<file path="config.mk">
export PLATFORM = sky130hd
export DESIGN_NAME = ex_muldiv_unit
export DESIGN_NICKNAME = d
export VERILOG_FILES = /design/src/rtl/ex_pkg.sv /design/src/rtl/muldiv_iter.sv /design/src/rtl/ex_muldiv_unit.sv
export SDC_FILE = /design/constraint.sdc
export NUM_CORES = 2
export LEC_CHECK = 0
export CAP_MARGIN = 20
export CORE_MARGIN = 1.5
export CORE_UTILIZATION = 28
export DETAILED_ROUTE_END_ITERATION = 10
export GPL_ROUTABILITY_DRIVEN = 0
export GPL_TIMING_DRIVEN = 0
export RECOVER_POWER = 100
export REMOVE_ABC_BUFFERS = 1
export SETUP_SLACK_MARGIN = 0.2
export SYNTH_ARGS = -nofsm -noshare
export SYNTH_HDL_FRONTEND = slang
export SYNTH_SLANG_ARGS = --single-unit
</file>
<file path="constraint.sdc">
create_clock -name clk -period 8.6 [get_ports clk]
set_input_delay 2.15 -clock clk [delete_from_list [all_inputs] [get_ports clk]]
set_output_delay 2.15 -clock clk [all_outputs]
set_load 0.005 [all_outputs]
</file>
<file path="src/rtl/ex_pkg.sv">
// Purpose: shared encodings for the execute stage (alu_op, funct, ALU select, mul/div FSM states).
// Latency: n/a (declarations only).
// Backpressure: n/a.
package ex_pkg;

   // alu_op field from the main decoder
   localparam logic [2:0] ALU_OP_ADD   = 3'b000;
   localparam logic [2:0] ALU_OP_SUB   = 3'b001;
   localparam logic [2:0] ALU_OP_RTYPE = 3'b010;
   localparam logic [2:0] ALU_OP_ANDI  = 3'b011;
   localparam logic [2:0] ALU_OP_ORI   = 3'b100;
   localparam logic [2:0] ALU_OP_XORI  = 3'b101;
   localparam logic [2:0] ALU_OP_SLTI  = 3'b110;
   localparam logic [2:0] ALU_OP_SLTIU = 3'b111;

   // R-type function field
   localparam logic [5:0] F_SLL   = 6'h00;
   localparam logic [5:0] F_SRL   = 6'h02;
   localparam logic [5:0] F_SRA   = 6'h03;
   localparam logic [5:0] F_MFHI  = 6'h10;
   localparam logic [5:0] F_MFLO  = 6'h12;
   localparam logic [5:0] F_MULT  = 6'h18;
   localparam logic [5:0] F_MULTU = 6'h19;
   localparam logic [5:0] F_DIV   = 6'h1A;
   localparam logic [5:0] F_DIVU  = 6'h1B;
   localparam logic [5:0] F_ADD   = 6'h20;
   localparam logic [5:0] F_ADDU  = 6'h21;
   localparam logic [5:0] F_SUB   = 6'h22;
   localparam logic [5:0] F_SUBU  = 6'h23;
   localparam logic [5:0] F_AND   = 6'h24;
   localparam logic [5:0] F_OR    = 6'h25;
   localparam logic [5:0] F_XOR   = 6'h26;
   localparam logic [5:0] F_NOR   = 6'h27;
   localparam logic [5:0] F_SLT   = 6'h2A;
   localparam logic [5:0] F_SLTU  = 6'h2B;

   typedef enum logic [3:0] {
      ALU_ADD, ALU_SUB, ALU_AND, ALU_OR, ALU_XOR, ALU_NOR,
      ALU_SLT, ALU_SLTU, ALU_SLL, ALU_SRL, ALU_SRA,
      ALU_HI, ALU_LO, ALU_ZERO
   } alu_sel_e;

   typedef enum logic [1:0] {
      MD_IDLE,
      MD_RUN,
      MD_FIX
   } md_state_e;

endpackage

</file>
<file path="src/rtl/muldiv_iter.sv">
// Purpose: iterative multiply/divide engine owning the architectural HI/LO registers.
// Latency: accept in cycle 0, XLEN RUN cycles, one FIX cycle; HI/LO valid from cycle XLEN+2.
// Backpressure: start is taken only in IDLE; busy is high for the whole RUN/FIX window.
// Ports: clk, rst_n (sync, active-low), start, op (bit1 = divide, bit0 = unsigned), a (rs), b (rt),
//        busy, hi, lo.
module muldiv_iter
   import ex_pkg::*;
#(
   parameter  int XLEN = 32,
   localparam int SHW  = $clog2(XLEN)
) (
   input  logic            clk,
   input  logic            rst_n,
   input  logic            start,
   input  logic [1:0]      op,
   input  logic [XLEN-1:0] a,
   input  logic [XLEN-1:0] b,
   output logic            busy,
   output logic [XLEN-1:0] hi,
   output logic [XLEN-1:0] lo
);

   md_state_e       state, state_nxt;
   logic [SHW-1:0]  count;
   logic [XLEN-1:0] acc_hi;      // product high half / partial remainder
   logic [XLEN-1:0] acc_lo;      // multiplier / dividend, shifted out as quotient bits shift in
   logic [XLEN-1:0] opnd_b;      // |multiplicand| or |divisor|
   logic [XLEN-1:0] orig_a;      // raw rs, returned in HI on divide by zero
   logic            is_div, neg_lo, neg_hi, div_zero;

   logic            sgn, neg_a, neg_b;
   logic [XLEN-1:0] mag_a, mag_b;
   logic [XLEN:0]   mul_sum, div_shift, div_diff;
   logic [2*XLEN-1:0] prod;
   logic [XLEN-1:0] fix_hi, fix_lo;

   always_comb begin
      sgn   = ~op[0];
      neg_a = sgn & a[XLEN-1];
      neg_b = sgn & b[XLEN-1];
      mag_a = neg_a ? -a : a;
      mag_b = neg_b ? -b : b;

      // one shift-add step: add multiplicand when the current multiplier bit is set, shift right
      mul_sum   = {1'b0, acc_hi} + (acc_lo[0] ? {1'b0, opnd_b} : '0);
      // one restoring step: bring the next dividend bit into the remainder and trial-subtract
      div_shift = {acc_hi, acc_lo[XLEN-1]};
      div_diff  = div_shift - {1'b0, opnd_b};

      // sign correction; INT_MIN / -1 falls out naturally as 2^(XLEN-1) negated
      prod   = neg_lo ? -{acc_hi, acc_lo} : {acc_hi, acc_lo};
      fix_hi = prod[2*XLEN-1:XLEN];
      fix_lo = prod[XLEN-1:0];
      if (is_div) begin
         if (div_zero) begin
            fix_hi = orig_a;
            fix_lo = '1;
         end else begin
            fix_hi = neg_hi ? -acc_hi : acc_hi;
            fix_lo = neg_lo ? -acc_lo : acc_lo;
         end
      end
   end

   always_comb begin
      state_nxt = state;
      case (state)
         MD_IDLE: if (start) state_nxt = MD_RUN;
         MD_RUN:  if (count == SHW'(XLEN-1)) state_nxt = MD_FIX;
         MD_FIX:  state_nxt = MD_IDLE;
         default: state_nxt = MD_IDLE;
      endcase
   end

   always_ff @(posedge clk) begin
      if (!rst_n) state <= MD_IDLE;
      else        state <= state_nxt;
   end

   always_ff @(posedge clk) begin
      if (!rst_n) begin
         count    <= '0;
         acc_hi   <= '0;
         acc_lo   <= '0;
         opnd_b   <= '0;
         orig_a   <= '0;
         is_div   <= 1'b0;
         neg_lo   <= 1'b0;
         neg_hi   <= 1'b0;
         div_zero <= 1'b0;
         hi       <= '0;
         lo       <= '0;
      end else begin
         case (state)
            MD_IDLE: begin
               if (start) begin
                  count    <= '0;
                  acc_hi   <= '0;
                  acc_lo   <= mag_a;
                  opnd_b   <= mag_b;
                  orig_a   <= a;
                  is_div   <= op[1];
                  neg_lo   <= neg_a ^ neg_b;   // product sign, or quotient sign
                  neg_hi   <= neg_a;           // remainder follows the dividend
                  div_zero <= (b == '0);
               end
            end
            MD_RUN: begin
               count <= count + SHW'(1);
               if (is_div) begin
                  acc_hi <= div_diff[XLEN] ? div_shift[XLEN-1:0] : div_diff[XLEN-1:0];
                  acc_lo <= {acc_lo[XLEN-2:0], ~div_diff[XLEN]};
               end else begin
                  acc_hi <= mul_sum[XLEN:1];
                  acc_lo <= {mul_sum[0], acc_lo[XLEN-1:1]};
               end
            end
            MD_FIX: begin
               hi <= fix_hi;
               lo <= fix_lo;
            end
            default: ;
         endcase
      end
   end

   assign busy = (state != MD_IDLE);

endmodule

</file>
<file path="src/rtl/ex_muldiv_unit.sv">
// Purpose: EX stage - operand forwarding, ALU, and the mul/div engine with HI/LO.
// Latency: ALU/forwarding combinational; mul/div results in HI/LO XLEN+2 cycles after accept.
// Backpressure: md_stall holds the front of the pipe while an MD op or mfhi/mflo meets a busy engine.
// Ports: forward_a/b select rs/rt source; read_data_1/2, ex_mem_alu_result, mem_wb_write_data, imm_ext
//        are operand sources; funct/shamt/alu_op/alu_src/ex_valid decode; alu_result, write_data,
//        md_stall, md_busy out.
module ex_muldiv_unit
   import ex_pkg::*;
#(
   parameter  int XLEN = 32,
   localparam int SHW  = $clog2(XLEN)
) (
   input  logic            clk,
   input  logic            rst_n,
   input  logic [1:0]      forward_a,
   input  logic [1:0]      forward_b,
   input  logic [XLEN-1:0] read_data_1,
   input  logic [XLEN-1:0] read_data_2,
   input  logic [XLEN-1:0] ex_mem_alu_result,
   input  logic [XLEN-1:0] mem_wb_write_data,
   input  logic [XLEN-1:0] imm_ext,
   input  logic [5:0]      funct,
   input  logic [SHW-1:0]  shamt,
   input  logic [2:0]      alu_op,
   input  logic            alu_src,
   input  logic            ex_valid,
   output logic [XLEN-1:0] alu_result,
   output logic [XLEN-1:0] write_data,
   output logic            md_stall,
   output logic            md_busy
);

   logic [XLEN-1:0] op_a, b_fwd, op_b;
   logic [XLEN-1:0] md_hi, md_lo;
   alu_sel_e        alu_sel;
   logic            is_md, is_mf;

   always_comb begin
      case (forward_a)
         2'b10:   op_a = ex_mem_alu_result;
         2'b01:   op_a = mem_wb_write_data;
         default: op_a = read_data_1;
      endcase
      case (forward_b)
         2'b10:   b_fwd = ex_mem_alu_result;
         2'b01:   b_fwd = mem_wb_write_data;
         default: b_fwd = read_data_2;
      endcase
      op_b = alu_src ? imm_ext : b_fwd;
   end

   always_comb begin
      alu_sel = ALU_ADD;
      is_md   = 1'b0;
      is_mf   = 1'b0;
      case (alu_op)
         ALU_OP_ADD:   alu_sel = ALU_ADD;
         ALU_OP_SUB:   alu_sel = ALU_SUB;
         ALU_OP_ANDI:  alu_sel = ALU_AND;
         ALU_OP_ORI:   alu_sel = ALU_OR;
         ALU_OP_XORI:  alu_sel = ALU_XOR;
         ALU_OP_SLTI:  alu_sel = ALU_SLT;
         ALU_OP_SLTIU: alu_sel = ALU_SLTU;
         ALU_OP_RTYPE: begin
            case (funct)
               F_ADD, F_ADDU: alu_sel = ALU_ADD;
               F_SUB, F_SUBU: alu_sel = ALU_SUB;
               F_AND:  alu_sel = ALU_AND;
               F_OR:   alu_sel = ALU_OR;
               F_XOR:  alu_sel = ALU_XOR;
               F_NOR:  alu_sel = ALU_NOR;
               F_SLT:  alu_sel = ALU_SLT;
               F_SLTU: alu_sel = ALU_SLTU;
               F_SLL:  alu_sel = ALU_SLL;
               F_SRL:  alu_sel = ALU_SRL;
               F_SRA:  alu_sel = ALU_SRA;
               F_MFHI: begin alu_sel = ALU_HI; is_mf = 1'b1; end
               F_MFLO: begin alu_sel = ALU_LO; is_mf = 1'b1; end
               F_MULT, F_MULTU, F_DIV, F_DIVU: begin
                  alu_sel = ALU_ZERO;
                  is_md   = 1'b1;
               end
               default: alu_sel = ALU_ADD;
            endcase
         end
         default: alu_sel = ALU_ADD;
      endcase
   end

   // shifts take rt (b_fwd), never the immediate
   always_comb begin
      alu_result = '0;
      case (alu_sel)
         ALU_ADD:  alu_result = op_a + op_b;
         ALU_SUB:  alu_result = op_a - op_b;
         ALU_AND:  alu_result = op_a & op_b;
         ALU_OR:   alu_result = op_a | op_b;
         ALU_XOR:  alu_result = op_a ^ op_b;
         ALU_NOR:  alu_result = ~(op_a | op_b);
         ALU_SLT:  alu_result = {{(XLEN-1){1'b0}}, ($signed(op_a) < $signed(op_b))};
         ALU_SLTU: alu_result = {{(XLEN-1){1'b0}}, (op_a < op_b)};
         ALU_SLL:  alu_result = b_fwd << shamt;
         ALU_SRL:  alu_result = b_fwd >> shamt;
         ALU_SRA:  alu_result = $signed(b_fwd) >>> shamt;
         ALU_HI:   alu_result = md_hi;
         ALU_LO:   alu_result = md_lo;
         default:  alu_result = '0;
      endcase
   end

   assign write_data = b_fwd;

   // funct[1:0] of mult/multu/div/divu already encodes {divide, unsigned}
   muldiv_iter #(.XLEN(XLEN)) u_muldiv (
      .clk   (clk),
      .rst_n (rst_n),
      .start (ex_valid & is_md),
      .op    (funct[1:0]),
      .a     (op_a),
      .b     (b_fwd),
      .busy  (md_busy),
      .hi    (md_hi),
      .lo    (md_lo)
   );

   // only instructions that touch HI/LO wait for the engine; everything else flows past it
   assign md_stall = rst_n & ex_valid & md_busy & (is_md | is_mf);

endmodule
</file>
==> impl_metrics.toml <==
[status]
status = "finished with violations"
violations = "max-capacitance violations, max-slew violations"

[final_layout]
fill_cells = 9863
utilization_pct = 36.1
drive_gt1_share_pct = 15.2
synthToLayoutAreaGrowth_pct = 27.6
num-nets-final = 4302
instances_no_fill = 5214

[placement]
hpwl_um = 96800
dp_cells = 5039
io_buffers = 247
place_ws_ns = -3.41

[worst_setup_path]
crit_top_cell = "buf_12"
cp.buffers_inverters = 11
path_delay_family = "compound AO/OA/AOI/OAI gates"
crit_path_max_fanout = 6
slowest_stage = "a2111o_1"
cp-start-kind = "input pin"
cp.arrival_ns = 6.43
crit_required_ns = 6.45
setup.worst_path.end_class = "output port"
path_depth = 26
ff2ff_path_depth = 7
criticalPathCategory = "in -> out"
max_stage_delay_ns = 0.49
r2r_setup_slack_ns = 3.51

[global_route]
grt_first_pass_wirelength_um = 190000
grt_max_degree = 119
grt_pass1_vias = 29226
grtUsageTotal_pct = 25.4
antenna_found_initial = 1
grt_overflow = 0

[detailed_routing]
drc = 0
ant_nets = 0
via_per_inst = 6.00
dr.pass1.iters = 9
vias = 31306
wl_per_cell_um = 25.2
drt-initial-drc-count = 3921
wirelength_um = 132000

[clock_tree]
insertion_delay_ns = 0.54
ctsHtreeMaxLevel = 1
clock_path_buffers = 3
cts_sinks = 203
clockRootBuffer = "clkbuf_16"
cts.clk_slew.worst_paths_ns = 0.05
cts_tree = "built"
cts_buffers = 23

[synth]
syn-instance-count = 3791
synth_cell_types = 106
avgSynthCellArea_um2 = 7.11
synth_ff_type = "dfxtp_1"
ys_seq_elements = 203
synth_seq_area_share_pct = 15.1
ys_warn_count = 0
syn_area_um2 = 26900
async_flop_share_pct = 0
synth_edf_count = 0

[floorplanning]
die_w_um = 313
core-area_um2 = 95200
fp.dieH_um = 313
std_cell_rows = 113
initial_utilization_pct = 28.3
dieArea_um2 = 98100
pin_count = 248

[power]
vdd_drop_max_mv = 0.128
p_leak_nw = 13.8
powerDensity_nw_per_um2 = 127

[sta]
fin_crit_sh_pct = 99.8
rsz0062_at_grt = "true"
max_freq_mhz = 117
skew_ns = 0.0198
worst_pin_slew_ns = 3.90
hold_violations = 0
relSlewSlack_pct = -160
period_minus_slack_ns = 8.58
finalSetupViolCount = 0
finalWorstSetupSlack_ns = 0.0181
drv_slew = 222

[worst_hold_path]
hold_path_depth = 1
hp-class = "reg -> reg"

[flow_run]
drv_cap = 4
-- repair_timing --
action / CTS / global route
gates resized for setup: 392 / 116
cloned: 4 / 0
setup endpoints to repair: 32 / 31
setup buffers: 88 / 38
pin swaps: 81 / 64
hold buffers: 0 / 0
-- cell families after synthesis --
| kind of cell | synth area share, % |
|---|---|
| muxes | 8.62 |
| and+or+nand+nor | 20.3 |
| adders and majority gates | 8.84 |
| DFF | 15.1 |
| AOI/OAI and AO/OA | 32.7 |
| xor gates and xnor gates | 6.84 |
| buffers and inverters | 7.61 |
-- flip-flops by register name, summed over array words and instances (netlist names) --
signal,count
u_muldiv.acc_hi,32
u_muldiv.neg_hi,1
u_muldiv.orig_a,32
u_muldiv.is_div,1
u_muldiv.state,2
u_muldiv.hi,32
u_muldiv.neg_lo,1
u_muldiv.acc_lo,32
u_muldiv.opnd_b,32
u_muldiv.lo,32
u_muldiv.count,5
u_muldiv.div_zero,1
-- final timing paths --
check                                      to                           start
max                            alu_result[20]                    forward_b[0]
min            u_muldiv.count[3]$_SDFFE_PN0P_  u_muldiv.count[3]$_SDFFE_PN0P_
max reg2reg  u_muldiv.acc_hi[27]$_SDFFE_PN0P_  u_muldiv.state[0]$_SDFFE_PN0P_
min reg2reg    u_muldiv.count[3]$_SDFFE_PN0P_  u_muldiv.count[3]$_SDFFE_PN0P_
-- Yosys cell counts (26+ instances only) --
| library cell | n | area, um2 |
|---|---|---|
| nand2_1 | 448 | 1680 |
| o21ai_0 | 397 | 1990 |
| clkbuf_1 | 258 | 968 |
| a21oi_1 | 257 | 1290 |
| nor2_1 | 251 | 942 |
| dfxtp_1 | 203 | 4060 |
| inv_1 | 191 | 717 |
| ha_1 | 184 | 2300 |
| xnor2_1 | 148 | 1300 |
| mux2i_1 | 132 | 1320 |
| o211ai_1 | 81 | 608 |
| nand3_1 | 76 | 380 |
| nor3_1 | 67 | 335 |
| a22oi_1 | 61 | 458 |
| xor2_1 | 60 | 526 |
| a221o_1 | 56 | 561 |
| and3_1 | 44 | 275 |
| a21o_1 | 42 | 315 |
| and2_1 | 41 | 257 |
| a211oi_1 | 40 | 300 |
| o21a_1 | 40 | 300 |
| nand2b_1 | 39 | 244 |
| buf_2 | 38 | 190 |
| mux4_2 | 37 | 833 |
| nand4_1 | 35 | 219 |
| nor2b_1 | 33 | 206 |
| o211a_1 | 33 | 330 |
| a221oi_1 | 32 | 280 |
| o31ai_1 | 32 | 240 |
| a31oi_1 | 27 | 169 |
| a21boi_0 | 26 | 195 |
-- metal layers --
layer  global-route usage, %  up-vias  wire (um)
li1                        -    14136          -
met1                    31.4    14823      50900
met2                    40.3     1897      57500
met3                    5.58      448      13300
met4                    15.8        2       9920
met5                       0        -         11
-- cell usage in the layout (no fill, tap or decap), drive strengths merged, types with 34 or more instances in the layout --
cell,n
o211ai,81
and3,45
nand3,77
and2,41
a22oi,61
a221o,56
o21a,40
a21o,42
a21oi,257
nand2b,39
clkbuf,39
mux4,37
nand2,449
xnor2,148
inv,193
buf,208
clkdlybuf4s50,191
nor2,252
nand4,35
ha,184
nor3,72
o31ai,34
mux2i,132
dfxtp,203
o21ai,419
xor2,60
a211oi,40
-- through the flow --
stage                     area [um2]  hold slack (ns)  TNS (ns)  total power (W)
after global routing           34400            0.474    -0.345          0.00452
after global placement         29700            0.445   -339.84          0.00284
after CTS                      33700            0.460         0          0.00419
after detailed placement       30800            0.448    -75.07          0.00290
final                          34400            0.468         0          0.00437
after floorplan                25600            0.423     -8.49          0.00202
-- layout make-up --
| cell class | count | area (um2) | area share [%] |
|---|---|---|---|
| Multi-Input combinational cell | 3063 | 22500 | 65.5 |
| Inverter | 197 | 778 | 2.26 |
| Sequential cell | 203 | 4070 | 11.8 |
| Clock inverter | 10 | 82.6 | 0.240 |
| Tap cell | 1265 | 1580 | 4.60 |
| Antenna cell | 3 | 7.51 | 0.0218 |
| Clock buffer | 29 | 628 | 1.83 |
| Timing Repair Buffer | 444 | 4730 | 13.7 |
-- power breakdown --
part / switching (W) / total (W) / leakage, nW / internal [W]
clock: 0.000434 / 0.000980 / 0.359 / 0.000546
sequential: 0.00000342 / 0.000945 / 1.64 / 0.000942
combinational: 0.00146 / 0.00245 / 11.9 / 0.000989
(Power assumes the default switching activity.)
